## src/rtl/mips_pkg.sv

```systemverilog
// Shared register-file types and constants for the write-back path.
package mips_pkg;

    typedef logic [4:0]  reg_idx_t;
    typedef logic [31:0] word_t;

    localparam reg_idx_t REG_ZERO = 5'd0;
    localparam reg_idx_t REG_SP   = 5'd29;
    localparam reg_idx_t REG_RA   = 5'd31;

    // Source feeding the register-file write port in a given cycle.
    typedef enum logic [1:0] {
        WB_NONE,
        WB_ALU,
        WB_MEM
    } wb_sel_e;

    // One buffered load result.
    typedef struct packed {
        reg_idx_t rd;
        word_t    data;
    } wb_entry_t;

endpackage

```

## src/rtl/wb_fifo.sv

```systemverilog
// Parameterized-depth synchronous FIFO with wrap-around pointers and an occupancy count.
module wb_fifo #(
    parameter int DEPTH = 2,
    parameter int WIDTH = 8
) (
    input  logic                     clk,
    input  logic                     rst,
    input  logic                     push,
    input  logic                     pop,
    input  logic [WIDTH-1:0]         din,
    output logic [WIDTH-1:0]         dout,
    output logic [$clog2(DEPTH):0]   count,
    output logic                     full,
    output logic                     empty
);

    localparam int AW = $clog2(DEPTH);
    localparam int CW = AW + 1;

    logic [WIDTH-1:0] mem [DEPTH];
    logic [AW-1:0]    wr_ptr;
    logic [AW-1:0]    rd_ptr;

    assign full  = (count == CW'(DEPTH));
    assign empty = (count == '0);
    assign dout  = mem[rd_ptr];

    // Storage needs no reset; the count alone decides what is valid.
    always_ff @(posedge clk) begin
        if (!rst && push) begin
            mem[wr_ptr] <= din;
        end
    end

    always_ff @(posedge clk) begin
        if (rst) begin
            wr_ptr <= '0;
            rd_ptr <= '0;
            count  <= '0;
        end else begin
            if (push) wr_ptr <= wr_ptr + AW'(1);
            if (pop)  rd_ptr <= rd_ptr + AW'(1);
            case ({push, pop})
                2'b10:   count <= count + CW'(1);
                2'b01:   count <= count - CW'(1);
                default: ;
            endcase
        end
    end

endmodule

```

## src/rtl/rf_writeback.sv

```systemverilog
// Register-file write-port arbiter: ALU results take priority, load results queue
// in a small FIFO, and a per-register scoreboard tracks outstanding writes.
module rf_writeback
    import mips_pkg::*;
#(
    parameter int FIFO_DEPTH = 2,
    parameter int SP_REG     = 29
) (
    input  logic                          clk,
    input  logic                          rst,
    input  logic                          alu_valid,
    input  logic [4:0]                    alu_reg,
    input  logic [31:0]                   alu_data,
    input  logic                          mem_valid,
    output logic                          mem_ready,
    input  logic [4:0]                    mem_reg,
    input  logic [31:0]                   mem_data,
    input  logic                          issue_valid,
    input  logic [4:0]                    issue_reg,
    input  logic [4:0]                    query_reg1,
    input  logic [4:0]                    query_reg2,
    output logic                          busy1,
    output logic                          busy2,
    output logic                          rf_write,
    output logic [4:0]                    rf_write_reg,
    output logic [31:0]                   rf_write_data,
    output logic [$clog2(FIFO_DEPTH):0]   fifo_count
);

    if (FIFO_DEPTH < 2 || (FIFO_DEPTH & (FIFO_DEPTH - 1)) != 0 || SP_REG < 1 || SP_REG > 31) begin : g_bad_param
        $error("rf_writeback: FIFO_DEPTH must be a power of two >= 2 and SP_REG in 1..31");
    end

    wb_sel_e   sel;
    reg_idx_t  sel_reg;
    word_t     sel_data;
    logic      sel_valid;
    logic      fifo_push;
    logic      fifo_pop;
    logic      fifo_full;
    logic      fifo_empty;
    wb_entry_t fifo_din;
    wb_entry_t fifo_head;
    logic [31:1] busy_q;
    logic [31:1] busy_d;

    // Strict priority: a non-zero ALU result, else the FIFO head, else nothing.
    always_comb begin
        sel      = WB_NONE;
        sel_reg  = alu_reg;
        sel_data = alu_data;
        fifo_pop = 1'b0;
        if (alu_valid && alu_reg != REG_ZERO) begin
            sel = WB_ALU;
        end else if (!fifo_empty) begin
            sel      = WB_MEM;
            sel_reg  = fifo_head.rd;
            sel_data = fifo_head.data;
            fifo_pop = 1'b1;
        end
    end

    assign sel_valid = (sel != WB_NONE);

    // Load handshake: a transfer occurs on mem_valid && mem_ready; the producer
    // holds mem_reg/mem_data stable while mem_valid is high and mem_ready is low.
    // A full FIFO still accepts when its head drains in the same cycle.
    assign mem_ready = !fifo_full || fifo_pop;
    assign fifo_push = mem_valid && mem_ready && (mem_reg != REG_ZERO);
    assign fifo_din  = '{rd: mem_reg, data: mem_data};

    wb_fifo #(
        .DEPTH (FIFO_DEPTH),
        .WIDTH ($bits(wb_entry_t))
    ) u_fifo (
        .clk   (clk),
        .rst   (rst),
        .push  (fifo_push),
        .pop   (fifo_pop),
        .din   (fifo_din),
        .dout  (fifo_head),
        .count (fifo_count),
        .full  (fifo_full),
        .empty (fifo_empty)
    );

    always_ff @(posedge clk) begin
        if (rst) begin
            rf_write      <= 1'b0;
            rf_write_reg  <= '0;
            rf_write_data <= '0;
        end else begin
            rf_write <= sel_valid;
            if (sel_valid) begin
                rf_write_reg  <= sel_reg;
                rf_write_data <= sel_data;
            end
        end
    end

    // A new issue to a register outranks the clear from its previous producer.
    always_comb begin
        busy_d = busy_q;
        for (int r = 1; r <= 31; r++) begin
            if (sel_valid && sel_reg == reg_idx_t'(r)) busy_d[r] = 1'b0;
            if (issue_valid && issue_reg == reg_idx_t'(r)) busy_d[r] = 1'b1;
        end
    end

    always_ff @(posedge clk) begin
        if (rst) begin
            busy_q <= '0;
        end else begin
            busy_q <= busy_d;
        end
    end

    // The write selected now lands next cycle, which is when decode reads the file.
    assign busy1 = (query_reg1 != REG_ZERO) && busy_q[query_reg1] &&
                   !(sel_valid && sel_reg == query_reg1);
    assign busy2 = (query_reg2 != REG_ZERO) && busy_q[query_reg2] &&
                   !(sel_valid && sel_reg == query_reg2);

endmodule
```

## config.mk

```make
export PLATFORM = sky130hd
export DESIGN_NAME = rf_writeback
export DESIGN_NICKNAME = d
export VERILOG_FILES = /design/src/rtl/mips_pkg.sv /design/src/rtl/wb_fifo.sv /design/src/rtl/rf_writeback.sv
export SDC_FILE = /design/constraint.sdc
export NUM_CORES = 1
export LEC_CHECK = 0
export ABC_CLOCK_PERIOD_IN_PS = 11000
export BUFFER_PORTS_ARGS = -buffer_cell sky130_fd_sc_hd__buf_2
export CAP_MARGIN = 20
export CORE_UTILIZATION = 59
export CTS_CLUSTER_SIZE = 10
export DETAILED_ROUTE_END_ITERATION = 16
export PLACE_DENSITY = 0.88
export SLEW_MARGIN = 10
export SYNTH_ARGS = -nofsm -noshare
export SYNTH_HDL_FRONTEND = slang
export SYNTH_HIERARCHICAL = 1
export SYNTH_SLANG_ARGS = --single-unit
```

## constraint.sdc

```tcl
create_clock -name clk -period 11 [get_ports clk]
set_input_delay 1.1 -clock clk [delete_from_list [all_inputs] [get_ports clk]]
set_output_delay 1.1 -clock clk [all_outputs]
set_load 0.03 [all_outputs]
```

==> results.yml <==
outcome:
  outcome: "finished, final reports clean"
yosys:
  synth_area_um2: 6770
  post_synth_mux_area_share_pct: 17.06
  synth_top_family_by_area: "multiplexers"
  synth_nets: 664
  synth_edf_count: 74
  synth_simple_gate_area_share_pct: 9.333
  synth-adder-area-share_pct: 0.1848
  synth_area_leaders: "edfxtp_1 (33%), dfxtp_1 (22%), mux2_2 (6.5%)"
  ys_types: 46
  yosysWarnings: 6
  yosys.area.top_type: "edfxtp_1"
  synthCells: 569
  ys_seq_area_share_pct: 54.70
  synth.cells.most_frequent: "dfxtp_1 (74), edfxtp_1 (74), nor2_1 (52), nand2_1 (41), mux2i_1 (40)"
  synthXorXnorAreaFrac_pct: 1.811
  synthArstFlopShare_pct: 0
  synth-seq-cells: 148
  synth_compound_area_share_pct: 13.34
  syn_avg_cell_area_um2: 11.90
  synth_top_area_share_pct: 32.82
  synth-main-ff-cell: "edfxtp_1"
floorplan:
  core.rowCount: 38
  floorplan.initialDensity_pct: 61.38
  dieArea_um2: 11910
  io_pins: 137
  dieWidth_um: 109.1
  dieHeight_um: 109.1
  core-area_um2: 11030
cts:
  holdBufCountCts: 0
  cts_tree: "yes"
  cts.sinks: 148
  root_buffer: "clkbuf_16"
  cts.htree.levels: 4
  numCtsBuffers: 17
  clk_path_buf_depth: 2
  clk_latency_ns: 0.41
  ctsResizeCount: 0
  clk_pin_slew_ns: 0.05
  cts_setup_buffers: 0
worst_setup_path:
  reg2regPathDepth: 6
  worst-path-buf-inv: 3
  ff2ff_setup_slack_ns: 7.92
  reg2reg_to: "busy_q[17]"
  crit_fanout: 68
  slowest_delay_ns: 0.60
  cpMaxStageDelayCell: "or4_4"
  cpMostUsedCell: "buf_2"
  crit_type: "in -> out"
  cp-end-kind: "output pin"
  critPathTopFamily: "simple AND/OR/NAND/NOR gates"
  start_kind: "input port"
  worstPathCellList: "buf_2, or4_4, o21ai_4, buf_4, and2_1, nand2b_1, buf_2"
  required_ns: 9.90
  worstPathArrival_ns: 3.20
drt:
  wire_per_inst_um: 19.29
  ant_nets: 0
  route.vias.total: 5075
  drc: 0
  dr.pass1.iters: 5
  avgViaCountPerCell: 6.056
  drt-initial-drc-count: 419
  wl_um: 16170
grt:
  grt_pass1_wl_um: 25110
  grt_max_degree: 77
  grt.overflow.total: 0
  grt_pass1_vias: 5039
  grt_use_total_pct: 28.22
  antenna_found_initial: 0
timing:
  relSlewSlack_pct: 40.28
  setup_tns_ns: 0
  tightest_slew_ns: 0.8958
  hold_viol: 0
  finalCriticalPeriod_ns: 4.303
  fin_skew_ns: 0.01032
  fin_crit_sh_pct: 39.12
  rsz0062_at_grt: "no"
  drv_slew: 0
  clock.fmax_mhz: 232.4
  setup_viol: 0
layout:
  syn_to_final_growth_pct: 18.87
  antennaDiodeCount: 0
  largest_reg_flops: 74
  seq_area_um2: 3705
  nFillCells: 731
  multi_input_area_um2: 2850
  nets: 780
  drive_above_1_share_pct: 34.10
  design_area_um2: 8048
worst_hold_path:
  min_to: "rf_write_reg[2]"
  hp-class: "reg -> reg"
  hp-start: "rf_write_reg[2]"
  hold_depth: 2
placement:
  hpwl_um: 10670
  io_buffers: 136
  gp_congestion: 0.8696
  place_area_um2: 7467
job:
  max_cap_viol_count: 0
power_and_ir_drop:
  powerDensity_nw_per_um2: 217.7
  power.leakage_nw: 3.137
  ir_worst_vdd_v: 0.0001581
-- cell usage in the layout, fill, tap and decap left out, types with 3 or more instances in the layout --
cell / synthesis / routed
nand2_1: 41 / 41
nor2_1: 52 / 51
nor3b_1: 5 / 4
a22oi_1: 3 / 3
o21ai_0: 6 / 6
inv_1: 5 / 5
o31ai_1: 31 / 31
a211oi_1: 35 / 35
buf_4: 6 / 5
clkbuf_1: 15 / 3
clkbuf_16: 0 / 19
mux4_2: 14 / 14
clkinv_4: 0 / 3
o41ai_1: 3 / 3
clkinvlp_4: 0 / 3
mux2i_1: 40 / 40
and2_1: 4 / 4
mux2_2: 39 / 39
xor2_1: 3 / 3
edfxtp_1: 74 / 74
dfxtp_1: 74 / 73
buf_2: 18 / 136
and3b_1: 3 / 3
nor3_1: 6 / 5
xnor2_1: 11 / 11
nand2b_1: 8 / 8
a21oi_1: 38 / 38
-- worst register-to-register path, cell delays in order (launching register included) --
cell and delay, ns:
dfxtp_2 0.91, mux2_2 0.44, nor3b_1 0.15, a211oi_2 0.60
nand2b_1 0.36, o31ai_1 0.35, a21oi_1 0.10
-- logic make-up after synthesis --
family | Yosys count
buffers and inverters | 50
adders and majority gates | 1
and+or+nand+nor | 134
muxes | 93
DFF | 148
xor gates and xnor gates | 14
AOI/OAI and AO/OA | 129
-- power breakdown --
group	internal (mW)	switching [mW]
clock	0.323	0.220
sequential	0.644	0.0506
combinational	0.204	0.311
-- cell type report --
type                       instances  share of cell area (%)
clock buffer                      23                   6.219
multi-input combinational        371                   35.42
tap                              140                   2.177
inverter                           5                  0.2332
timing repair buffer             142                   9.064
clock inverter                     9                  0.8551
sequential                       148                   46.04
-- metal layers --
layer | track usage (%) | part of all wire [%] | up-vias
met3 | 6.874 | 7.8 | 31
met4 | 10.42 | 1.9 | 0
met1 | 34.36 | 40 | 2439
met5 | 0 | 0 | -
met2 | 48.47 | 51 | 247
li1 | - | - | 2358
-- through the flow --
stage	worst slack (ns)	instances	hold WS, ns	total power [mW]	utilization (%)
2_1_floorplan	5.054	569	0.4526	1.085	-
3_3_place_gp	6.839	805	0.4549	1.183	67.70
3_5_place_dp	6.661	805	0.4622	1.207	67.70
4_1_cts	6.690	837	0.4802	1.749	72.86
5_1_grt	6.524	838	0.4902	1.815	72.96
6_report	6.697	838	0.4840	1.752	72.96
-- worst max-delay path by stage --
stage	from	to	slack [ns]	cells past startpoint
after CTS	register	busy2	6.69	7
final	alu_reg[3]	mem_ready	6.70	7
after detailed placement	alu_reg[3]	u_fifo/mem[1][20]	6.66	10
after global placement	alu_reg[3]	mem_ready	6.84	7
after floorplan	alu_reg[4]	u_fifo/mem[1][0]	5.05	8
after global routing	register	busy2	6.52	7
Power figures use the tool's default switching activity.
